[config.mk]
export PLATFORM = sky130hd
export DESIGN_NAME = prio_encoder
export DESIGN_NICKNAME = d
export VERILOG_FILES = /design/src/rtl/prio_encoder.sv
export SDC_FILE = /design/constraint.sdc
export NUM_CORES = 1
export LEC_CHECK = 0
export CAP_MARGIN = 20
export CELL_PAD_IN_SITES_DETAIL_PLACEMENT = 0
export CELL_PAD_IN_SITES_GLOBAL_PLACEMENT = 1
export CORE_AREA = 8 8 45 47
export CTS_CLUSTER_SIZE = 24
export DETAILED_ROUTE_END_ITERATION = 8
export DIE_AREA = 0 0 53 55
export HOLD_SLACK_MARGIN = 0.1
export PLACE_DENSITY_LB_ADDON = 0.1
export SETUP_SLACK_MARGIN = 0.15
export SLEW_MARGIN = 20
export SYNTH_ARGS = -nofsm -noshare
export SYNTH_HDL_FRONTEND = slang
export SYNTH_SLANG_ARGS = --single-unit
export TNS_END_PERCENT = 1
[constraint.sdc]
create_clock -name clk -period 0.9 [get_ports clk]
set_clock_uncertainty 0.05 [all_clocks]
set_input_delay 0.18 -clock clk [delete_from_list [all_inputs] [get_ports clk]]
set_output_delay 0.18 -clock clk [all_outputs]
set_load 0.01 [all_outputs]
[src/rtl/prio_encoder.sv]
// Registered MSB-first priority encoder: index of the highest set request bit plus a valid flag.
// Optional PRIO_ENCO_ONEHOT_EN adds a registered one-hot grant vector (gnt).
module prio_encoder #(
  parameter int unsigned WIDTH = 8,
  parameter int unsigned OUT_W = $clog2(WIDTH)
) (
  input  logic             clk,
  input  logic             rst_n,
  input  logic [WIDTH-1:0] A,
  output logic [OUT_W-1:0] Y,
`ifdef PRIO_ENCO_ONEHOT_EN
  output logic             valid,
  output logic [WIDTH-1:0] gnt
`else
  output logic             valid
`endif
);

  logic [OUT_W-1:0] w_idx;
  logic             w_any;
  logic [OUT_W-1:0] r_y;
  logic             r_valid;

  // LSB-to-MSB scan; the last hit is the highest set bit. No hit leaves index 0.
  always_comb begin
    w_idx = '0;
    for (int i = 0; i < WIDTH; i++) begin
      if (A[i]) w_idx = OUT_W'(i);
    end
  end

  assign w_any = |A;

  always_ff @(posedge clk or negedge rst_n) begin
    if (!rst_n) begin
      r_y     <= '0;
      r_valid <= 1'b0;
    end else begin
      r_y     <= w_idx;
      r_valid <= w_any;
    end
  end

  assign Y     = r_y;
  assign valid = r_valid;

`ifdef PRIO_ENCO_ONEHOT_EN
  logic [WIDTH-1:0] w_gnt;
  logic [WIDTH-1:0] r_gnt;

  always_comb begin
    w_gnt = '0;
    if (w_any) w_gnt[w_idx] = 1'b1;
  end

  always_ff @(posedge clk or negedge rst_n) begin
    if (!rst_n) begin
      r_gnt <= '0;
    end else begin
      r_gnt <= w_gnt;
    end
  end

  assign gnt = r_gnt;
`endif

  a_req_known : assert property (@(posedge clk) disable iff (!rst_n) !$isunknown(A))
    else $error("prio_encoder: A contains X/Z while out of reset");

endmodule

==> Word-level counts from Yosys, hierarchy flattened <==
Index checks and enable logic that the tools add are counted.
{ "op_classes": {"bitwise_logic": 0, "div_mod_pow": 0, "n_eq_ne": 0, "n_mux": 7, "shift": 0, "reduce_logical": 1, "n_addsub": 0, "mul": 0, "magnitude_cmp": 0} }
{ "ops": {"columns": ["operator", "count"], "rows": [
  ["3-bit two-way mux", 5],
  ["8-bit OR reduction", 1],
  ["2-bit two-way mux", 1],
  ["1-bit two-way mux", 1]
]} }
{ "totals": {"ramBits": 0, "n_memories": 0, "regBits": 4, "output_inout_bits": 4, "romBits": 0, "latch_bits": 0, "wordCells": 10} }

==> Longest topological paths before layout <==
{ "logic_depth": {"depth_word": 7, "mapped_depth": 3, "ltp_nobuf": 3} }

==> Worst setup path before layout <==
Ideal clock, no wire load.
{ "synth_timing": {"kind": "register to output", "from": "reg r_y[0], in the netlist Y[0]", "to": "out Y[0]", "path_slack_ns": 0.294, "path_buffers": 0, "arrival_time_ns": 0.376, "path_stages_with_launch": 1, "path_cell_list": "dfrtp_1"} }
{ "synth_lines": {"columns": ["element", "line_no", "text"], "rows": [
  ["start, declared", "21", "logic [OUT_W-1:0] r_y;"],
  ["start signal, assigned", "39", "r_y <= w_idx;"],
  ["end, declared", "10", "output logic [OUT_W-1:0] Y,"]
]} }
No word-level cell between the ends.

==> Final worst setup path <==
{ "layout_timing": {"from": "reg r_y[2], in the netlist Y[2]", "to": "out Y[2]"} }
No word-level cell between the ends.

==> metrics.md <==
| Metric | Value |
|---|---|
| Status | `complete, but fails checks` |
| Failing checks | `negative setup slack` |
| CP startpoint | `Y[2]` |
| Nets | `44` |
| Die W | `roughly 53 µm` |
| Top post-synthesis cells by count | `4 x dfrtp_1, 4 x nor2_1` |
| Critical path class | `flip-flop to primary output` |
| Synth-to-Final Area Change | `108.3%` |
| Final worst slack | `-44.90 ps` |
| Avg WL per Cell | `roughly 10 µm` |
| Die ar. | `a little under 3000 µm²` |
| Req. time, crit path | `~670 ps` |
| DRT Pass-1 Iters | `2` |
| Buffers on Ports | `13` |
| Number of fill cells | `approximately 160` |
| Clk sink count | `4` |
| Tcrit/Tclk final | `105.0%` |
| # Post-CTS Setup Buffers | `0` |
| Slew @ Worst Pin | `approximately 230 ps` |
| Vias in the first global route | `roughly 210` |
| Xor-xnor portion of the synthesized cell area | `0%` |
| Delay-heaviest family, CP | `flip-flops` |
| Number of synthesized flops with an enable pin | `0` |
| Levels on crit path | `1` |
| Shortest period the worst path allows | `about 940 ps` |
| Peak Freq | `roughly 1100 MHz` |
| Syn_nets | `26` |
| CTS tree | `yes` |
| First-pass GRT wire length | `855 µm` |
| Post-Synth Simple-Gate Area | `between 10% and 20%` |
| Min-delay worst type | `primary input to asynchronous set/reset pin` |
| Synthesized area per cell | `about 10 µm²` |
| Dominant cells by area after synthesis | `dfrtp_1 60%, nor2_1 9.0%, o31ai_2 7.5%, a21oi_2 5.3%, o31ai_1 4.5%` |
| Pins over their slew limit | `0` |
| GPL Wtd Cong | `around 0.70` |
| Diodes inserted | `0` |
| Yosys reg bits | `4` |
| Total buffers and inverters traversed by the critical path | `1` |
| Slew HR | `84.77%` |
| RSZ-0062 raised after global routing | `true` |
| PD cells | `about 1400 nW/µm²` |
| VDD IR max | `between 0.0002 and 0.0003 V` |
| Initial Utilization | `approximately 12%` |
| Max Root-Sink Buffers | `2` |
| Largest family of logic cells by synthesized area | `compound AO/OA/AOI/OAI gates` |
| CTS root buf | `clkbuf_4` |
| Netlist cell types | `10` |
| Htree depth | `1` |
| Overall global routing resource usage | `~4.4%` |
| Antenna violations before repair | `0` |
| Layout cells sized above 1 | `40.63%` |
| FFs w/ async S/R, synth | `between 90% and 100%` |
| Setup violations, final | `4` |
| Core Region | `~1400 µm²` |
| Critical Path AT | `between 700 and 800 ps` |
| Critical path launch point type | `flip-flop` |
| Worst path cell trace | `buf_6` |
| Post-DP HPWL | `between 400 and 500 µm` |
| CP max FO | `1` |
| Routed Antenna Nets | `0` |
| Post-synthesis mux area share | `0%` |
| TritonCTS Buffers | `3` |
| Clk slew on worst S/H paths | `40 ps` |
| Drt drc | `0` |
| Drt via density | `approximately 3.6` |
| Total congestion overflow | `0` |
| Yosys warning count | `0` |
| Max Cap Viol | `0` |
| Leakage Power | `~0.16 nW` |
| Adder-cell share of the synthesized area | `0%` |
| IO Count | `14` |
| Power, Total | `487.7 µW` |
| Critical path endpoint category | `primary output` |
| Final count of hold timing violations | `0` |
| First-iteration detailed-routing DRC count | `2` |
| Height of the die | `55 µm` |
| Final WL | `around 500 µm` |
| Max incr delay on CP | `around 360 ps` |
| Cell row count | `14` |
| Total number of vias | `approximately 170` |
| Synth Area in Compound Gates | `about a fifth` |
| Final core occ | `approximately 25%` |
| Post-Syn Instances | `16` |
| Top_reg_cell synth | `dfrtp_1` |
| Largest net degree at the start of global routing | `5` |
| Crit-path slowest cell | `dfrtp_1` |
| Cell area after synthesis | `roughly 170 µm²` |
| Sequential fraction of the synthesis area | `60.15%` |
| Yosys top cell by area | `dfrtp_1` |
| Synth top area share | `approximately 60%` |
| Fin Setup TNS | `-165.4 ps` |
[report_power, final]
part           internal (mW)  switching [mW]  leakage (nW)
sequential             0.188         0.00302        0.0386
clock                  0.149          0.0679        0.0138
combinational         0.0449          0.0353         0.103
[placed cells by master, fill, tap and decap left out, drive strengths merged]
master,Yosys,layout
dlygate4sd2,0,7
dfrtp,4,4
buf,0,4
nor2,4,4
clkbuf,0,3
a21oi,2,2
o31ai,2,2
inv,2,2
nand2,1,1
nand4,1,1
dlymetal6s2s,0,1
clkdlybuf4s50,0,1
[cells by family after synthesis]
logic type             after synthesis
flip-flops                           4
AND/OR/NAND/NOR                      6
AO/OA/AOI/OAI                        4
buffers and inverters                2
[layout make-up]
class | instances | area (µm²) | share of cell area (%)
well taps | 16 | 20.02 | 5.776
repair buffers | 13 | 128.9 | 37.18
clock buffers | 3 | 22.52 | 6.498
inverters | 2 | 7.507 | 2.166
multi-input cells | 10 | 67.56 | 19.49
flip-flops and latches | 4 | 100.1 | 28.88
[sequential cells by signal (all words and copies together) (netlist names)]
register,count
Y,3
valid,1
[path summary, 6_finish.rpt]
kind,to,slack (ps)
setup / recovery,Y[2],-40
hold / removal,Y[2],100
max in group asynchronous,valid,540
min in group clk,valid,160
[stage by stage]
stage                     area (µm²)  hold slack [ps]  setup WS, ps  instances
after global routing           346.6            101.5        -71.20         48
after global placement         316.6            341.7        -266.0         45
final                          346.6            96.31        -44.90         48
after detailed placement       316.6            340.6        -258.0         45
after CTS                      314.1            90.58        -58.66         48
after floorplan                166.4           -165.6         294.4         16
[layer usage]
layer | routed length [µm] | vias up | track usage [%]
met4 | 0 | 0 | 5.172
met1 | 194 | 73 | 3.988
met3 | 73 | 0 | 3.743
met2 | 228 | 10 | 5.664
li1 | - | 88 | -
met5 | 0 | - | 0
[timing repair]
action | in CTS | in global routing
cloned | 0 | 0
resized for setup | 24 | 7
hold endpoints to repair | 4 | 0
endpoints found under the setup margin | 8 | 6
pin swaps | 2 | 1
Note: power is estimated with default switching activity, not from simulation.
